### src/rtl/regfile_pkg.sv
// Shared constants and the writeback grant encoding for the register-file writeback block.
package regfile_pkg;

    localparam int XLEN       = 32;
    localparam int REG_ADDR_W = 5;
    localparam int NUM_REGS   = 1 << REG_ADDR_W;

    // Identifies which writeback source won arbitration.
    typedef enum logic {
        GRANT_ALU = 1'b0,
        GRANT_LSU = 1'b1
    } grant_e;

endpackage

### src/rtl/rr_arbiter2.sv
// Two-request round-robin arbiter between the ALU and LSU writeback sources.
// A grant is only ever given to a requesting source, so a raised grant bit is
// a completed handshake. last_grant moves only when a grant is given.
module rr_arbiter2
    import regfile_pkg::*;
(
    input  logic       clk,
    input  logic       reset,
    input  logic       req_alu,
    input  logic       req_lsu,
    output logic       grant_alu,
    output logic       grant_lsu,
    output grant_e     last_grant
);

    grant_e last_grant_q;
    grant_e last_grant_d;

    assign last_grant = last_grant_q;

    // Grant selection: sole requester wins; on a tie the source not granted last wins.
    always_comb begin
        grant_alu    = 1'b0;
        grant_lsu    = 1'b0;
        last_grant_d = last_grant_q;
        if (!reset) begin
            if (req_alu && req_lsu) begin
                if (last_grant_q == GRANT_LSU) begin
                    grant_alu = 1'b1;
                end else begin
                    grant_lsu = 1'b1;
                end
            end else if (req_alu) begin
                grant_alu = 1'b1;
            end else if (req_lsu) begin
                grant_lsu = 1'b1;
            end
            if (grant_alu) begin
                last_grant_d = GRANT_ALU;
            end else if (grant_lsu) begin
                last_grant_d = GRANT_LSU;
            end
        end
    end

    // Last-grant state; reset to LSU so the first tie goes to the ALU.
    always_ff @(posedge clk) begin
        if (reset) begin
            last_grant_q <= GRANT_LSU;
        end else begin
            last_grant_q <= last_grant_d;
        end
    end

endmodule

### src/rtl/regfile_writeback.sv
// Register-file writeback stage: arbitrates ALU/LSU results onto a single
// registered write port and tracks which registers have a pending write.
//
// Handshakes: a source offers a result by raising valid with rd/data stable;
// the result is taken in the cycle where valid and ready are both high. ready
// is combinational from the valids and never high for both sources at once.
module regfile_writeback
    import regfile_pkg::*;
#(
    parameter int XLEN       = regfile_pkg::XLEN,
    parameter int REG_ADDR_W = regfile_pkg::REG_ADDR_W
) (
    input  logic                        clk,
    input  logic                        reset,
    input  logic                        issue_valid,
    input  logic [REG_ADDR_W-1:0]       issue_rd,
    input  logic                        alu_valid,
    output logic                        alu_ready,
    input  logic [REG_ADDR_W-1:0]       alu_rd,
    input  logic [XLEN-1:0]             alu_data,
    input  logic                        lsu_valid,
    output logic                        lsu_ready,
    input  logic [REG_ADDR_W-1:0]       lsu_rd,
    input  logic [XLEN-1:0]             lsu_data,
    output logic                        write_en,
    output logic [REG_ADDR_W-1:0]       dst_addr,
    output logic [XLEN-1:0]             dst_data,
    output logic [(1<<REG_ADDR_W)-1:0]  busy,
    output logic                        wb_err
);

    localparam int NREGS = 1 << REG_ADDR_W;

    grant_e                 last_grant;
    logic                   accept;
    logic [REG_ADDR_W-1:0]  sel_rd;
    logic [XLEN-1:0]        sel_data;
    logic                   sel_nonzero;
    logic [NREGS-1:0]       busy_d;

    rr_arbiter2 u_arb (
        .clk        (clk),
        .reset      (reset),
        .req_alu    (alu_valid),
        .req_lsu    (lsu_valid),
        .grant_alu  (alu_ready),
        .grant_lsu  (lsu_ready),
        .last_grant (last_grant)
    );

    // Select the accepted source's destination and value.
    always_comb begin
        accept      = alu_ready | lsu_ready;
        sel_rd      = lsu_ready ? lsu_rd : alu_rd;
        sel_data    = lsu_ready ? lsu_data : alu_data;
        sel_nonzero = (sel_rd != '0);
    end

    // Next pending bitmap: writeback clears, issue sets afterwards so it wins; x0 never pending.
    always_comb begin
        busy_d = busy;
        if (accept && sel_nonzero) begin
            busy_d[sel_rd] = 1'b0;
        end
        if (issue_valid && (issue_rd != '0)) begin
            busy_d[issue_rd] = 1'b1;
        end
        busy_d[0] = 1'b0;
    end

    // Output write port, pending bitmap and sticky error flag.
    always_ff @(posedge clk) begin
        if (reset) begin
            write_en <= 1'b0;
            dst_addr <= '0;
            dst_data <= '0;
            busy     <= '0;
            wb_err   <= 1'b0;
        end else begin
            write_en <= accept && sel_nonzero;
            if (accept) begin
                dst_addr <= sel_rd;
                dst_data <= sel_data;
            end
            busy <= busy_d;
            if (accept && sel_nonzero && !busy[sel_rd]) begin
                wb_err <= 1'b1;
            end
        end
    end

endmodule

### config.mk
export PLATFORM = sky130hd
export DESIGN_NAME = regfile_writeback
export DESIGN_NICKNAME = d
export VERILOG_FILES = /design/src/rtl/regfile_pkg.sv /design/src/rtl/rr_arbiter2.sv /design/src/rtl/regfile_writeback.sv
export SDC_FILE = /design/constraint.sdc
export NUM_CORES = 1
export LEC_CHECK = 0
export ABC_AREA = 1
export CAP_MARGIN = 25
export CORE_ASPECT_RATIO = 0.7
export CORE_MARGIN = 2
export CORE_UTILIZATION = 42
export CTS_BUF_LIST = sky130_fd_sc_hd__clkbuf_8 sky130_fd_sc_hd__clkbuf_16
export DETAILED_ROUTE_END_ITERATION = 8
export PLACE_DENSITY = 0.85
export SETUP_SLACK_MARGIN = 0.2
export SKIP_CTS_REPAIR_TIMING = 1
export SYNTH_ARGS = -nofsm -noshare
export SYNTH_HDL_FRONTEND = slang
export SYNTH_SLANG_ARGS = --single-unit
### constraint.sdc
create_clock -name clk -period 2.3 [get_ports clk]
set_input_delay 0.69 -clock clk [delete_from_list [all_inputs] [get_ports clk]]
set_output_delay 0.69 -clock clk [all_outputs]
set_load 0.02 [all_outputs]
# Word-level counts from Yosys, hierarchy flattened
# Cells that the tools add are included.
# totals
mem_bits_rw,0
out_inout_bits,73
regBits,72
memories,0
rom_bits,0
latch_bits,0
# op_classes
addsub,0
n_mux,23
div_mod_pow,0
shift,0
magnitude_cmp,4
n_reduce_logical,10
multipliers,0
bitwise_logic,4
eq_ne,0
# op_table
cell,count
2-to-1 mux 32 bit,3
bitwise AND 32 bit,1
inverter 32 bit,1
bitwise OR 32 bit,1
2-to-1 mux 1 bit,16
"less-than comparator 5 x 6 -> 1 bit, second input constant",2
demux 1 bit (select 5 bit),2
"greater-or-equal comparator 5 x 1 -> 1 bit, second input constant",2
nonzero test 5 bit,2
logical AND 1 bit,6
binary-select mux 1 bit (select 5 bit),1
2-to-1 mux 5 bit,1
nonzero test 2 bit,1
logical NOT 1 bit,1
bitwise OR 1 bit,1

# Logic depth before layout (Yosys ltp)
# Gate-level depths: netlist (run 1).
# depth
ltp_word,15
depth_mapped,16
ltp_nobuf,13

# Cells and area by module
# From an unflattened synthesis (run 1), not the netlist that was laid out.
# unflattened
cells_unflattened,581
hier_area_um2,3632.2
# by_module_without_submodules
mod,seq_area_each_um2,n_inst,cells_each,area_per_inst_um2
regfile_writeback,1401.3,1,567,3557.2
rr_arbiter2,20.0,1,14,75.1

# Least setup slack after synthesis (run 1)
# Ideal clock, no wire load.
# synth_path
kind,input to output
startpoint,input port reset
endpoint,output port alu_ready
path_buffers,2
slack_ns,0.036
cell_stages,5
arrival_ns,1.574
t_required_ns,1.610
path_cell_list,buf_6 inv_4 clkbuf_1 o21ai_0 nor2_1
# synth_between
elab_chain_len,1
# synth_lines
element,line,text
"start, declared",regfile_writeback.sv:14,"input logic reset,"
2-to-1 mux 1 bit,rr_arbiter2.sv:26,if (!reset) begin
"end, declared",regfile_writeback.sv:18,"output logic alu_ready,"
# Every way passes these cells.

# Worst setup path in the final report (run 1)
# layout_path
startpoint,register busy[28]
endpoint,output port busy[28]
# layout_rtl
element,line,text
"start, declared",regfile_writeback.sv:28,"output logic [(1<<REG_ADDR_W)-1:0] busy,"
"start signal, assigned",regfile_writeback.sv:85,busy <= busy_d;
# No word-level cell between the ends.

==> results of run 1 <==
cells in the mapped netlist, drive strengths merged:
| cell type | number |
|---|---|
| inv | 32 |
| conb | 1 |
| o31ai | 1 |
| a21o | 1 |
| a21oi | 33 |
| nand4 | 1 |
| a31o | 1 |
| nand3 | 59 |
| clkbuf | 20 |
| buf | 8 |
| nor3 | 3 |
| dfxtp | 71 |
| o21ai | 90 |
| nor2 | 57 |
| nand2 | 146 |
worst reg2reg max path, cell delays in order, from the launching register on:
cell and delay, ns:
dfxtp_1 0.39, nand2_2 0.10, buf_4 0.17, nand4_1 0.18, nand2_4 0.11, buf_6 0.16, nand2_1 0.06, nand2_1 0.06
nand2_1 0.06, nand2_1 0.06, nand2_1 0.08, nand2_1 0.07, nor2_2 0.14, nand2_1 0.08, a21oi_2 0.11
flip-flops by register name (all words and copies together), names as in the netlist:
name / cells
dst_addr: 5
write_en: 1
u_arb.last_grant: 1
busy: 31
wb_err: 1
dst_data: 32
logic make-up after synthesis:
kind of cell	count (synthesis)	share of synthesized area
flops	71	0.410
compound gates	126	0.185
buf+inv	60	0.0801
other cells	1	0.00108
simple gates	266	0.323
how the worst max path moves through the flow:
stage	start	endpoint	slack, ns	cells after the start
after floorplan	reset	alu_ready	0.21	5
after global placement	lsu_valid	lsu_ready	-0.49	5
after detailed placement	lsu_valid	alu_ready	-0.49	5
after CTS	lsu_valid	alu_ready	-0.51	5
after global routing	lsu_valid	busy[28]	0.17	14
final	busy[28]	busy[28]	0.25	1
routing by layer:
layer | vias up | track usage | part of all wire
met5 | - | 0 | 0
met1 | 1989 | 0.363 | 0.42
met2 | 222 | 0.437 | 0.47
met4 | 0 | 0.112 | 0.025
met3 | 36 | 0.0683 | 0.091
li1 | 2109 | - | -
area by class of cell:
class	count	area (um2)	area share
repair buffers	210	2030	0.342
flip-flops and latches	71	1420	0.239
well taps	101	126	0.0213
multi-input cells	394	1880	0.317
inverters	32	128	0.0215
clock buffers	13	280	0.0472
clock inverters	3	63.8	0.0107
stage by stage:
| stage | cells | TNS, ns | cell area (um2) | power (mW) |
|---|---|---|---|---|
| after floorplan | 524 | 0 | 3470 | 1.66 |
| after global placement | 799 | -15.62 | 5380 | 2.05 |
| after detailed placement | 799 | -18.37 | 5380 | 2.07 |
| after CTS | 815 | -1.73 | 5720 | 3.63 |
| after global routing | 824 | 0 | 5940 | 3.81 |
| final | 824 | 0 | 5940 | 3.68 |
power by group through the flow:
stage	Sequential (mW)	Clock, mW	Combinational [mW]
floorplan	1.43	0	0.229
global placement	1.35	0	0.696
detailed placement	1.36	0	0.710
CTS	1.33	1.59	0.714
global route	1.34	1.65	0.825
finish	1.33	1.58	0.776
==> summary.txt, run 1 <==
Critical path
  • R2r startpoint: u_arb.last_grant
  • Crit path kind: reg -> out
  • Flop-to-flop setup slack: 0.41 ns
  • Critical-path cell list: clkdlybuf4s50_1
  • Worst reg-to-reg path cell count: 14
  • Worst EP required: 1.61 ns
  • CP Buf/Inv Count: 1
  • Critical-path top delay cell: clkdlybuf4s50_1
  • CP Capture Type: output port
  • Startpoint types: flip-flop
  • Critical Path AT: 1.36 ns
  • Crit Path Max Fanout: 3
  • Crit path largest cell delay: 0.63 ns
  • CP delay by family, top: buffers and inverters
  • R2r endpoint: wb_err

Job
  • Max cap viols: 0

Detailed routing
  • Routed WL per cell: 15.7 um
  • Vias/cell: 5.29
  • Drt drc: 0
  • Initial DRC count: 449
  • DR vias: 4356
  • Final WL: between 10000 and 15000 um
  • DRT antenna net count: 0
  • Drt first pass iters: 5

Timing
  • Worst hold margin: 0.475 ns
  • Final Cycle Share: 0.890
  • Post-route minimum period: 2.05 ns
  • Setup ws final: approximately 0.25 ns
  • Unrepaired setup endpoints after global routing: false
  • Clock skew: between 0.004 and 0.005 ns
  • Setup Viol. Count Final: 0
  • Hold Fails Final Rpt: 0
  • Achievable Freq: 488 MHz
  • Pins over their slew limit: 0

Placed design
  • Pre-CTS WS: -0.494 ns
  • Number of port buffers: approximately 160
  • DP Wirelength: 9130 um
  • Placer Congestion: 0.933

Min path
  • Worst hold path stage count: 2
  • Worst Hold End: dst_addr[2]
  • Hold crit path type: reg -> reg
  • Hold Path Origin: dst_addr[2]

Cells and area
  • Filler cell count: 560
  • Antenna Diode Count: 0
  • Finished Core Util: 0.748
  • # nets final: 802
  • Leading cell type in the layout, fill and taps excluded: clkdlybuf4s50_1
  • Area growth from synthesis to layout: 71.2%
  • Commonest cells after routing, fill and taps aside: 149 x clkdlybuf4s50_1, 135 x nand2_1, 82 x o21ai_0
  • Share of layout cells above drive strength 1: 0.147

Synthesis
  • Number of distinct library cells after synthesis: 26
  • Synth top area share: 0.410
  • Avg Cell Area, Syn: around 6.6 um2
  • Cells after Synth: 524
  • Yosys warning count: 0
  • Area leader, netlist: dfxtp_1
  • Synth Register Bits: 71
  • Post-synthesis cell area: 0.00347 mm2
  • Register area share after synthesis: 0.410
  • Mapped Nets: 608
  • Area contributors post-synth: dfxtp_1 41%, nand2_1 15%, o21ai_0 12%

Clocking
  • Clk sink count: 71
  • Worst-path clk slew: 0.05 ns
  • Skew-Pair Late Insertion Delay: ~0.34 ns
  • Max clock buf depth: 2
  • Root Driver: clkbuf_16
  • Number of buffers created by CTS: 9
  • Clock tree from TritonCTS: built
  • H-tree Lvls: 3

Power
  • Clock power share: 0.428
  • Max IR drop VDD: 0.000622 V
  • Internal Power: between 2 and 3 mW
  • Gate power share: 0.211
  • Switching pwr: 0.944 mW
  • Lkg Pwr: 2.47 nW
  • Switching Share: 0.256
  • PwrDens: 621 mW/mm2
  • Reg power frac: 0.361

Die
  • Die Y: 80.0 um
  • DIE WIDTH: 113 um
  • Rows: 27
  • Die Footprint: about 0.009 mm2
  • Initial Util: 0.437
  • Core Region: approximately 0.0079 mm2
  • I/O pin count: 157

Global routing
  • GR Util All Layers: 0.277
  • Number of global-route vias before repair: about 4000
  • GRT Residual Overflow: 0
  • Antenna violations before repair: 0
  • First-pass GRT wire length: 19500 um
  • Maximum number of pins on one net before global-route repair: 38

Outcome
  • Status: finished clean
Note: power is estimated with default switching activity, not from simulation.
==> run 2, diff against run 1 <==
--- a/config.mk
+++ b/config.mk
@@ -11,6 +11,7 @@
 export CORE_MARGIN = 2
 export CORE_UTILIZATION = 42
 export CTS_BUF_LIST = sky130_fd_sc_hd__clkbuf_8 sky130_fd_sc_hd__clkbuf_16
+export CTS_CLUSTER_DIAMETER = 80
 export DETAILED_ROUTE_END_ITERATION = 8
 export PLACE_DENSITY = 0.85
 export SETUP_SLACK_MARGIN = 0.2
==> results of run 2 <==
Same layout as run 1: the final DEF is identical, and so are final timing and power.
